### src/rtl/fwd_pkg.sv
// Shared opcode constants, operand-usage decode and the in-flight tracker entry type
// for the forwarding / load-use hazard unit.
package fwd_pkg;

  localparam logic [1:0] OP_RR = 2'b00;
  localparam logic [1:0] OP_RI = 2'b01;
  localparam logic [1:0] OP_LD = 2'b10;
  localparam logic [1:0] OP_BR = 2'b11;

  // Widest register index supported; narrower RW values are zero-extended into dest.
  localparam int MAX_RW = 8;

  typedef struct packed {
    logic              v;
    logic [MAX_RW-1:0] dest;
    logic              ld;
  } inflight_t;

  function automatic logic op_writes(input logic [1:0] op);
    return (op != OP_BR);
  endfunction

  function automatic logic op_reads_a(input logic [1:0] op);
    return (op == OP_RR) || (op == OP_RI);
  endfunction

  function automatic logic op_reads_b(input logic [1:0] op);
    return (op == OP_RR);
  endfunction

endpackage

### src/rtl/fwd_match.sv
// Priority matcher: returns the youngest tracker stage (1-based) whose valid
// destination equals the given register field, or 0 when none / not enabled.
module fwd_match
  import fwd_pkg::*;
#(
  parameter int RW    = 3,
  parameter int DEPTH = 2,
  localparam int SW   = $clog2(DEPTH + 1)
) (
  input  inflight_t [DEPTH-1:0] ents,
  input  logic      [RW-1:0]    field,
  input  logic                  en,
  output logic      [SW-1:0]    sel
);

  logic [MAX_RW-1:0] field_ext;
  assign field_ext = MAX_RW'(field);

  // Walk oldest to youngest so the youngest match is the last one written.
  always_comb begin
    sel = '0;
    for (int k = DEPTH - 1; k >= 0; k--) begin
      if (en && ents[k].v && (ents[k].dest == field_ext))
        sel = SW'(k + 1);
    end
  end

endmodule

### src/rtl/fwd_hazard_unit.sv
// Forwarding + load-use hazard unit: tracks DEPTH in-flight destination writes,
// selects operand sources for the ID/EX instruction and stalls on load-use.
module fwd_hazard_unit
  import fwd_pkg::*;
#(
  parameter int RW    = 3,
  parameter int DEPTH = 2,
  localparam int IW   = 2 + 2 * RW,
  localparam int SW   = $clog2(DEPTH + 1)
) (
  input  logic          clk,
  input  logic          reset,
  input  logic          id_valid,
  input  logic [IW-1:0] id_instr,
  input  logic          flush,
  output logic [SW-1:0] fwd_a,
  output logic [SW-1:0] fwd_b,
  output logic          stall,
  output logic [15:0]   stall_count
);

  logic [1:0]    op;
  logic [RW-1:0] fld_a;
  logic [RW-1:0] fld_b;
  logic          rd_a;
  logic          rd_b;

  assign op    = id_instr[IW-1 -: 2];
  assign fld_a = id_instr[2*RW-1 -: RW];
  assign fld_b = id_instr[RW-1:0];
  assign rd_a  = id_valid && op_reads_a(op);
  assign rd_b  = id_valid && op_reads_b(op);

  inflight_t [DEPTH-1:0] trk_q, trk_d;
  logic      [15:0]      stall_count_q, stall_count_d;

  fwd_match #(.RW(RW), .DEPTH(DEPTH)) u_match_a (
    .ents  (trk_q),
    .field (fld_a),
    .en    (rd_a),
    .sel   (fwd_a)
  );

  fwd_match #(.RW(RW), .DEPTH(DEPTH)) u_match_b (
    .ents  (trk_q),
    .field (fld_b),
    .en    (rd_b),
    .sel   (fwd_b)
  );

  // Load data is not available until stage 2, so only a stage-1 load can stall.
  always_comb begin
    stall = 1'b0;
    if (id_valid && trk_q[0].v && trk_q[0].ld) begin
      if (rd_a && (trk_q[0].dest == MAX_RW'(fld_a))) stall = 1'b1;
      if (rd_b && (trk_q[0].dest == MAX_RW'(fld_b))) stall = 1'b1;
    end
  end

  always_comb begin
    trk_d = trk_q;
    for (int k = DEPTH - 1; k >= 1; k--)
      trk_d[k] = trk_q[k-1];
    trk_d[0].v    = id_valid && op_writes(op) && !stall;
    trk_d[0].dest = MAX_RW'(fld_a);
    trk_d[0].ld   = (op == OP_LD);
    if (flush)
      trk_d = '0;
  end

  always_comb begin
    stall_count_d = stall_count_q;
    if (stall && (stall_count_q != 16'hFFFF))
      stall_count_d = stall_count_q + 16'd1;
  end

  always_ff @(posedge clk) begin
    if (reset) begin
      trk_q         <= '0;
      stall_count_q <= '0;
    end else begin
      trk_q         <= trk_d;
      stall_count_q <= stall_count_d;
    end
  end

  assign stall_count = stall_count_q;

endmodule

### config.mk
export PLATFORM = sky130hd
export DESIGN_NAME = fwd_hazard_unit
export DESIGN_NICKNAME = d
export VERILOG_FILES = /design/src/rtl/fwd_pkg.sv /design/src/rtl/fwd_match.sv /design/src/rtl/fwd_hazard_unit.sv
export SDC_FILE = /design/constraint.sdc
export NUM_CORES = 1
export LEC_CHECK = 0
export CORE_UTILIZATION = 41
export DETAILED_ROUTE_END_ITERATION = 6
export PLACE_DENSITY = 0.78
export SETUP_SLACK_MARGIN = 0.15
export SYNTH_ARGS = -nofsm -noshare
export SYNTH_HDL_FRONTEND = slang
export SYNTH_SLANG_ARGS = --single-unit
### constraint.sdc
create_clock -name clk -period 2.8 [get_ports clk]
set_input_delay 0.56 -clock clk [delete_from_list [all_inputs] [get_ports clk]]
set_output_delay 0.56 -clock clk [all_outputs]
set_load 0.01 [all_outputs]
==> impl_metrics.env, run 1 <==
export IMPL_drv_cap=0
export IMPL_gr_usage_all_layers=0.202
export IMPL_seq_area_frac_synth=0.387
export IMPL_worstPathMaxFanout=2
export IMPL_p_per_area_nw_per_um2=321
export IMPL_die_area_um2=3380
export IMPL_die_h_um=58.2
export IMPL_clk_latency_ns=0.32
export IMPL_viasPerCell=5.48
export IMPL_p_leak_uw=0.000645
export IMPL_fin_tns_setup_ns=0
export IMPL_worst_pin_slew_ns=0.470
export IMPL_worstSetupStartpointType="input pin"
export IMPL_grt_pass1_wl_um=5460
export IMPL_wl_per_cell_um=13.7
export IMPL_synth_top_flop_cell="dfxtp_1"
export IMPL_syn_inst=141
export IMPL_syn_nets=154
export IMPL_max_slew_margin=0.686
export IMPL_drtIter0Drc=28
export IMPL_crit_type="in -> out"
export IMPL_grt_max_degree=30
export IMPL_slew_viol_final=0
export IMPL_ctsHoldBuffers=0
export IMPL_pwr_share_seq=0.621
export IMPL_power_switching_uw=138
export IMPL_port_buffers=32
export IMPL_start_util=0.427
export IMPL_rows=20
export IMPL_holdWs_ns=0.520
export IMPL_die_width_um=58.2
export IMPL_crit_start="id_instr[0]"
export IMPL_p_int_uw=447
export IMPL_hold_violations=0
export IMPL_numCtsBuffers=3
export IMPL_pin_count=33
export IMPL_worstPathArrival_ns=2.04
export IMPL_drcViolationCount=0
export IMPL_n_antenna_cell=0
export IMPL_syn_cell_area_um2=1290
export IMPL_finalCritPeriodShare=0.930
export IMPL_ir_worst_vdd_v=0.000164
export IMPL_clock_path_buffers=2
export IMPL_core_um2=3030
export IMPL_final_nets=201
export IMPL_dr_pass1_iters=4
export IMPL_p_clk_frac=0.276
export IMPL_combPwrFrac=0.103
export IMPL_area_growth_pct=41.1
export IMPL_cts_tree="built"
export IMPL_antenna_left=0
export IMPL_hpwlAfterDp_um=2290
export IMPL_synthArstFlopShare=0
export IMPL_max_freq_ghz=0.384
export IMPL_swShare=0.236
export IMPL_clk_pin_slew_ns=0.14
export IMPL_avgSynthCellArea_um2=9.18
export IMPL_finClkSkew_ns=0.00843
export IMPL_min_delay_start="stall_count[10]$_SDFFE_PP0P_"
export IMPL_h_tree_depth=1
export IMPL_grt_overflow=0
export IMPL_status="completed"
export IMPL_n_fill_cell=275
export IMPL_ctsRootBufferMaster="clkbuf_4"
export IMPL_grt_pass1_vias=1241
export IMPL_rsz0062_at_grt="true"
export IMPL_crit_path_end_kind="output port"
export IMPL_antenna_found_initial=0
export IMPL_required_ns=2.24
export IMPL_drive_above_1_share=0.176
export IMPL_r2r_start="trk_q[3]$_SDFF_PP0_"
export IMPL_synth_edf_count=0
export IMPL_yosysUniqueCellTypes=37
export IMPL_period_needed_ns=2.60
export IMPL_drt_total_wl_um=3170
export IMPL_hp_class="reg -> reg"
export IMPL_place_gp_congestion=0.886
export IMPL_ys_warn_count=0
export IMPL_finalSetupViolCount=0
export IMPL_vias=1266
export IMPL_ys_ff_latch=25
export IMPL_cts_sinks=25
[cells in the final DEF, fill, tap and decap left out, types with 2 or more instances in the layout]
cell,Yosys,layout
o41ai_1,2,2
mux2_1,2,2
xnor2_1,7,7
or4_1,9,9
nor4_1,3,3
o31ai_1,8,8
dlymetal6s2s_1,0,2
o21ai_1,2,2
nand4_1,7,7
nor2b_1,3,3
nor4b_1,2,2
xor2_1,5,2
clkdlybuf4s50_1,0,23
inv_1,2,2
and4_1,2,2
buf_4,0,17
xor2_2,0,3
o21ba_1,2,2
nor2_1,7,7
dlygate4sd2_1,0,4
and2_1,9,8
nand2_1,4,4
clkbuf_4,0,3
nand3_1,6,6
a21oi_1,12,12
dfxtp_1,25,25
nor3_1,2,2
[path summary, 6_finish.rpt]
kind              cells past startpoint  slack, ns                            to
setup reg to reg                      7       0.61   stall_count[7]$_SDFFE_PP0P_
hold / removal                        2       0.52  stall_count[10]$_SDFFE_PP0P_
setup / recovery                      6       0.20                      fwd_b[1]
hold reg to reg                       2       0.52  stall_count[10]$_SDFFE_PP0P_
[what timing repair did]
item | in CTS | in global routing
setup endpoints to repair | 5 | 11
pin swaps | 2 | 2
buffers inserted | 3 | 0
resized for setup | 16 | 6
[critical path, cell delays in order]
cell,delay [ns]
clkdlybuf4s50_1,0.52
xor2_2,0.22
nor4_4,0.07
and2_4,0.16
nor4_1,0.23
dlygate4sd1_1,0.28
[Yosys cell counts (all sizes together), types with 4 or more instances]
library cell	number	area (um2)
dfxtp	25	500
a21oi	12	60.1
and2	9	56.3
or4	9	67.6
o31ai	8	60.1
nand4	7	43.8
nor2	7	26.3
xnor2	7	61.3
nand3	6	30.0
xor2	5	43.8
buf	4	26.3
nand2	4	15.0
nor4	4	40.0
[cell type report]
class | count | area (um2) | share of cell area
Clock inverter | 1 | 5.00 | 0.00274
Sequential cell | 25 | 500 | 0.274
Timing Repair Buffer | 49 | 448 | 0.245
Inverter | 3 | 11.3 | 0.00617
Multi-Input combinational cell | 106 | 783 | 0.429
Tap cell | 44 | 55.1 | 0.0302
Clock buffer | 3 | 22.5 | 0.0123
[state kept, by name, indices dropped and copies added, names as in the netlist]
name and flops:
trk_q 9, stall_count 16
[routing by layer]
metal / track usage / vias to the layer above / routed length [um]
met2: 0.369 / 30 / 1620
met1: 0.257 / 608 / 1410
li1: - / 623 / -
met3: 0.0223 / 5 / 110
met4: 0.0408 / 0 / 22
met5: 0 / - / 0
[power groups by stage]
| stage | registers (uW) | logic, uW | clock network (uW) |
|---|---|---|---|
| finish | 363 | 60.4 | 162 |
| global route | 364 | 65.6 | 181 |
| CTS | 363 | 60.2 | 164 |
| detailed placement | 370 | 57.6 | 0 |
| global placement | 371 | 55.9 | 0 |
| floorplan | 370 | 22.3 | 0 |
[metrics by stage]
step           power [uW]  cell area (um2)   util  instances  worst slack [ns]
2_1_floorplan         392             1290      -        141             0.591
3_3_place_gp          426             1740  0.574        224            -0.156
3_5_place_dp          428             1740  0.574        224            -0.253
4_1_cts               588             1810  0.598        231             0.123
5_1_grt               611             1830  0.603        231             0.149
6_report              585             1830  0.603        231             0.196
[kinds of logic (layout without fill, tap and decap cells)]
kind of cell	Yosys count	count (layout)	share of synthesized area
and+or+nand+nor	63	63	0.319
AOI/OAI and AO/OA	28	28	0.148
DFF	25	25	0.387
xor gates and xnor gates	12	12	0.0812
buffers and inverters	10	56	0.0377
muxes	2	2	0.0174
adders and majority gates	1	1	0.00967
Power figures use the tool's default switching activity.
==> run 2, diff against run 1 <==
CORE_UTILIZATION = 48   (was 41)
PLACE_DENSITY = 0.88   (was 0.78)
==> run 2 against run 1 <==
  * Cell area shrank 2.9%
  * Clock skew grew 0.0059 ns
  * Worst setup slack gained 0.0089 ns
  * Power grew 1.8%
  * Routed wire length grew 7.3%
  * Critical endpoint is now stall_count[7]$_SDFFE_PP0P_
  * Largest cell class unchanged
==> impl_metrics.env, run 2 (synthesis results as in run 1) <==
export IMPL_worst_pin_slew_ns=0.499
export IMPL_p_per_area_nw_per_um2=336
export IMPL_worstPathArrival_ns=2.82
export IMPL_area_growth_pct=37.0
export IMPL_die_area_um2=2910
export IMPL_drive_above_1_share=0.184
export IMPL_ir_worst_vdd_v=0.000260
export IMPL_holdWs_ns=0.520
export IMPL_dpl_worst_slack_ns=-0.234
export IMPL_antenna_left=0
export IMPL_multi_input_area_um2=772
export IMPL_hold_violations=0
export IMPL_p_clk_frac=0.286
export IMPL_rows=18
export IMPL_hp_class="reg -> reg"
export IMPL_hold_path_cell_count=2
export IMPL_r2r_setup_slack_ns=0.51
export IMPL_max_slew_margin=0.666
export IMPL_ctsRootBufferMaster="clkbuf_4"
export IMPL_drv_cap=0
export IMPL_port_buffers=32
export IMPL_grt_use_met3=0.0367
export IMPL_cpPeakStageDelay_ns=0.41
export IMPL_p_leak_uw=0.000603
export IMPL_cp_slowest_cell="clkdlybuf4s50_1"
export IMPL_die_width_um=53.9
export IMPL_r2r_start="trk_q[3]$_SDFF_PP0_"
export IMPL_clk_latency_ns=0.33
export IMPL_worstPathMaxFanout=29
export IMPL_ff2ff_path_depth=7
export IMPL_dr_pass1_iters=4
export IMPL_die_h_um=53.9
export IMPL_ctsHoldBuffers=0
export IMPL_crit_path_end_kind="flip-flop"
export IMPL_status="completed"
export IMPL_final_nets=199
export IMPL_cts_sinks=25
export IMPL_antenna_found_initial=0
export IMPL_grt_pass1_vias=1131
export IMPL_reg2reg_to="stall_count[7]$_SDFFE_PP0P_"
export IMPL_min_delay_start="stall_count[15]$_SDFFE_PP0P_"
export IMPL_period_needed_ns=2.60
export IMPL_finalCritPeriodShare=0.927
export IMPL_clock_path_buffers=2
export IMPL_layout_common_cells="clkdlybuf4s50_1, dfxtp_1, buf_4, a21oi_1, or4_1"
export IMPL_power_switching_uw=148
export IMPL_met2_usage=0.364
export IMPL_wl_per_cell_um=15.8
export IMPL_regArea_um2=500
export IMPL_use_met1=0.352
export IMPL_rsz0062_at_grt="false"
export IMPL_combPwrFrac=0.104
export IMPL_busiest_layer="met2"
export IMPL_drcViolationCount=0
export IMPL_cpMostUsedCell="buf_4"
export IMPL_required_ns=3.02
export IMPL_grt_overflow=0
export IMPL_drt_total_wl_um=3400
export IMPL_crit_type="in -> reg"
export IMPL_n_fill_cell=190
export IMPL_swShare=0.248
export IMPL_grt_pass1_wl_um=5210
export IMPL_pin_count=33
export IMPL_place_gp_congestion=0.927
export IMPL_max_freq_ghz=0.385
export IMPL_hpwlAfterDp_um=2350
export IMPL_numCtsBuffers=3
export IMPL_grt_max_degree=30
export IMPL_p_int_uw=448
export IMPL_cts_tree="built"
export IMPL_h_tree_depth=1
export IMPL_gr_usage_all_layers=0.251
export IMPL_finClkSkew_ns=0.0143
export IMPL_vias=1289
export IMPL_slew_viol_final=0
export IMPL_core_um2=2520
export IMPL_crit_path_cell_trace="clkdlybuf4s50_1, or3b_4, nor4_4, o2111ai_2, buf_4, buf_4, nor4_1, mux2_1"
export IMPL_clk_pin_slew_ns=0.14
export IMPL_start_util=0.513
export IMPL_viasPerCell=6.00
export IMPL_setup_ws_ns=0.205
export IMPL_worstSetupStartpointType="input pin"
export IMPL_drtIter0Drc=50
export IMPL_n_antenna_cell=0
export IMPL_pwr_share_seq=0.610
export IMPL_finalSetupViolCount=0
export IMPL_min_to="stall_count[15]$_SDFFE_PP0P_"
export IMPL_largest_reg_flops=16
[run 2: per-layer routing]
| layer | share of wire | routed length [um] |
|---|---|---|
| met5 | 0 | 0 |
| met4 | 0.016 | 53 |
| met3 | 0.055 | 187 |
| met2 | 0.49 | 1680 |
| met1 | 0.44 | 1480 |
[run 2: cell type report]
type                       count  area share
clock buffer                   3      0.0127
clock inverter                 1     0.00423
inverter                       3     0.00635
multi-input combinational    106       0.435
sequential                    25       0.282
tap                           30      0.0212
timing repair buffer          47       0.238
[run 2: worst max-delay path by stage]
stage                startpoint                           to  slack [ns]  depth (start not counted)
floorplan           id_instr[7]  stall_count[7]$_SDFFE_PP0P_        0.59                          6
global placement    id_instr[2]                     fwd_b[1]       -0.13                          6
detailed placement  id_instr[1]                     fwd_b[1]       -0.23                          6
CTS                 id_instr[6]                     fwd_b[1]        0.05                          6
global route        id_instr[6]  stall_count[7]$_SDFFE_PP0P_        0.14                          8
finish              id_instr[6]  stall_count[7]$_SDFFE_PP0P_        0.20                          8
[run 2: power groups by stage]
stage          clock [uW]  combinational (uW)  sequential, uW
3_5_place_dp            0                58.8             371
2_1_floorplan           0                22.3             370
4_1_cts               173                59.2             363
5_1_grt               185                65.5             364
3_3_place_gp            0                56.0             370
6_report              170                62.1             364
[run 2: worst max-delay path, delay by kind of cell]
kind                   cells  cell delay, ns
AND/OR/NAND/NOR            3            0.94
AO/OA/AOI/OAI              1            0.18
buffers and inverters      3            0.78
multiplexers               1            0.35
[run 2: metrics by stage]
| stage | setup TNS (ns) | utilization | instance area, um2 | total power [uW] | instances |
|---|---|---|---|---|---|
| 2_1_floorplan | 0 | - | 1290 | 392 | 141 |
| 3_3_place_gp | -0.405 | 0.679 | 1710 | 426 | 209 |
| 3_5_place_dp | -0.701 | 0.679 | 1710 | 429 | 209 |
| 4_1_cts | 0 | 0.699 | 1760 | 595 | 215 |
| 5_1_grt | 0 | 0.703 | 1770 | 614 | 215 |
| 6_report | 0 | 0.703 | 1770 | 596 | 215 |
[run 2: repair_timing]
| action | 4_1_cts | 5_1_grt |
|---|---|---|
| endpoints found under the setup margin | 5 | 16 |
| pin swaps | 2 | 2 |
| setup buffers | 2 | 0 |
| gates cloned | 0 | 0 |
| gates resized for setup | 15 | 8 |
==> run 3, diff against run 2 <==
CORE_MARGIN = 2   (was not set)
==> run 3 against run 2 <==
  * Clock-buffer cell count up 1
  * Clock skew down 0.0028 ns
  * Utilization up 0.94 points
  * Largest power group unchanged
  * Combinational power up 2%
  * Cell area up 1.3%
  * Worst setup slack worse by 0.0058 ns
  * Largest cell class unchanged
==> impl_metrics.env, run 3 (synthesis results as in run 1) <==
export IMPL_cts_sinks=25
export IMPL_hold_violations=0
export IMPL_layout_common_cells="dfxtp_1, clkdlybuf4s50_1, buf_4, a21oi_1"
export IMPL_max_slew_margin=0.738
export IMPL_die_area_um2=3130
export IMPL_grt_pass1_vias=1190
export IMPL_worstPathMaxFanout=2
export IMPL_clk_latency_ns=0.33
export IMPL_status="completed"
export IMPL_grt_pass1_wl_um=5490
export IMPL_rsz0062_at_grt="false"
export IMPL_p_per_area_nw_per_um2=328
export IMPL_pin_count=33
export IMPL_drcViolationCount=0
export IMPL_crit_path_end_kind="output port"
export IMPL_worstSetupStartpointType="input pin"
export IMPL_dp_cells=211
export IMPL_cts_tree="built"
export IMPL_clock_path_buffers=2
export IMPL_finalCritPeriodShare=0.929
export IMPL_viasPerCell=5.85
export IMPL_drtIter0Drc=26
export IMPL_port_buffers=32
export IMPL_drv_cap=0
export IMPL_hpwlAfterDp_um=2460
export IMPL_vias=1269
export IMPL_r2r_setup_slack_ns=0.61
export IMPL_finClkSkew_ns=0.0114
export IMPL_slew_viol_final=0
export IMPL_clk_pin_slew_ns=0.12
export IMPL_max_freq_ghz=0.384
export IMPL_worstPathArrival_ns=2.04
export IMPL_die_width_um=55.9
export IMPL_gr_usage_all_layers=0.229
export IMPL_multi_input_area_um2=783
export IMPL_crit_type="in -> out"
export IMPL_hp_class="reg -> reg"
export IMPL_crit_start="id_instr[4]"
export IMPL_crit_path_end="fwd_a[1]"
export IMPL_ctsRootBufferMaster="clkbuf_4"
export IMPL_n_antenna_cell=0
export IMPL_dr_pass1_iters=4
export IMPL_fin_area_um2=1800
export IMPL_ir_worst_vdd_v=0.000300
export IMPL_grt_max_degree=30
export IMPL_core_um2=2520
export IMPL_antenna_found_initial=0
export IMPL_h_tree_depth=1
export IMPL_n_fill_cell=200
export IMPL_grt_overflow=0
export IMPL_place_gp_congestion=0.897
export IMPL_reg2reg_to="stall_count[7]$_SDFFE_PP0P_"
export IMPL_p_leak_uw=0.000621
export IMPL_regArea_um2=500
export IMPL_required_ns=2.24
export IMPL_stdcell_count=217
export IMPL_numCtsBuffers=3
export IMPL_antenna_left=0
export IMPL_wl_per_cell_um=15.8
export IMPL_dpl_worst_slack_ns=-0.240
export IMPL_drive_above_1_share=0.176
export IMPL_finalSetupViolCount=0
export IMPL_area_growth_pct=38.9
export IMPL_die_h_um=55.9
export IMPL_layout_commonest_cell="dfxtp_1"
export IMPL_final_nets=201
export IMPL_worst_pin_slew_ns=0.392
export IMPL_start_util=0.513
export IMPL_setup_ws_ns=0.199
export IMPL_drt_total_wl_um=3440
export IMPL_hold_path_cell_count=2
export IMPL_placed_area_um2=1730
export IMPL_r2r_start="trk_q[3]$_SDFF_PP0_"
export IMPL_power_uw=589
export IMPL_rows=18
export IMPL_ff2ff_path_depth=7
export IMPL_largest_reg_flops=16
export IMPL_period_needed_ns=2.60
-- run 3: cell types whose count changed in the layout (fill, tap and decap cells not counted), sizes merged --
cell / previous run / this run
clkinvlp: 1 / 0
dlygate4sd2: 3 / 5
clkdlybuf4s50: 25 / 24
buf: 16 / 18
-- run 3: worst min path at each step --
stage / startpoint / endpoint / slack [ns]
after floorplan: trk_q[9]$_SDFF_PP0_ / trk_q[19]$_SDFF_PP0_ / 0.48
after global placement: stall_count[10]$_SDFFE_PP0P_ / stall_count[10]$_SDFFE_PP0P_ / 0.49
after detailed placement: stall_count[3]$_SDFFE_PP0P_ / stall_count[3]$_SDFFE_PP0P_ / 0.50
after CTS: stall_count[3]$_SDFFE_PP0P_ / stall_count[3]$_SDFFE_PP0P_ / 0.53
after global routing: stall_count[3]$_SDFFE_PP0P_ / stall_count[3]$_SDFFE_PP0P_ / 0.56
final: stall_count[3]$_SDFFE_PP0P_ / stall_count[3]$_SDFFE_PP0P_ / 0.52
-- run 3: final cells by class --
cell class              instances  area share
multi-input cells             106       0.436
repair buffers                 49       0.244
well taps                      30      0.0209
flip-flops and latches         25       0.279
inverters                       3     0.00627
clock buffers                   4      0.0146
-- run 3: routing by layer --
layer / global-route usage / routed length [um]
met3: 0.0279 / 159
met1: 0.294 / 1470
met2: 0.376 / 1720
met4: 0.116 / 83
met5: 0 / 0
-- run 3: through the flow --
step | utilization | setup TNS (ns) | hold WS, ns
final | 0.712 | 0 | 0.523
after global routing | 0.712 | 0 | 0.561
after CTS | 0.711 | 0 | 0.525
after detailed placement | 0.685 | -0.978 | 0.502
after global placement | 0.685 | -0.460 | 0.487
after floorplan | - | 0 | 0.480
-- run 3: critical path, cell delays in order --
cell and delay, ns:
clkdlybuf4s50_1 0.45, xnor2_1 0.16, and4_1 0.22, and2_1 0.19, nor3_1 0.19, clkdlybuf4s15_1 0.27
-- run 3: where the power goes --
part           internal [uW]  switching (uW)
sequential               359            4.29
combinational           35.1            28.1
clock                   55.9             107
total                    450             139
-- run 3: what timing repair did --
item,in CTS,in global routing
endpoints found under the setup margin,5,1
buffers inserted,2,0
gates resized for setup,18,4
pin swaps,2,0
hold buffers,0,0
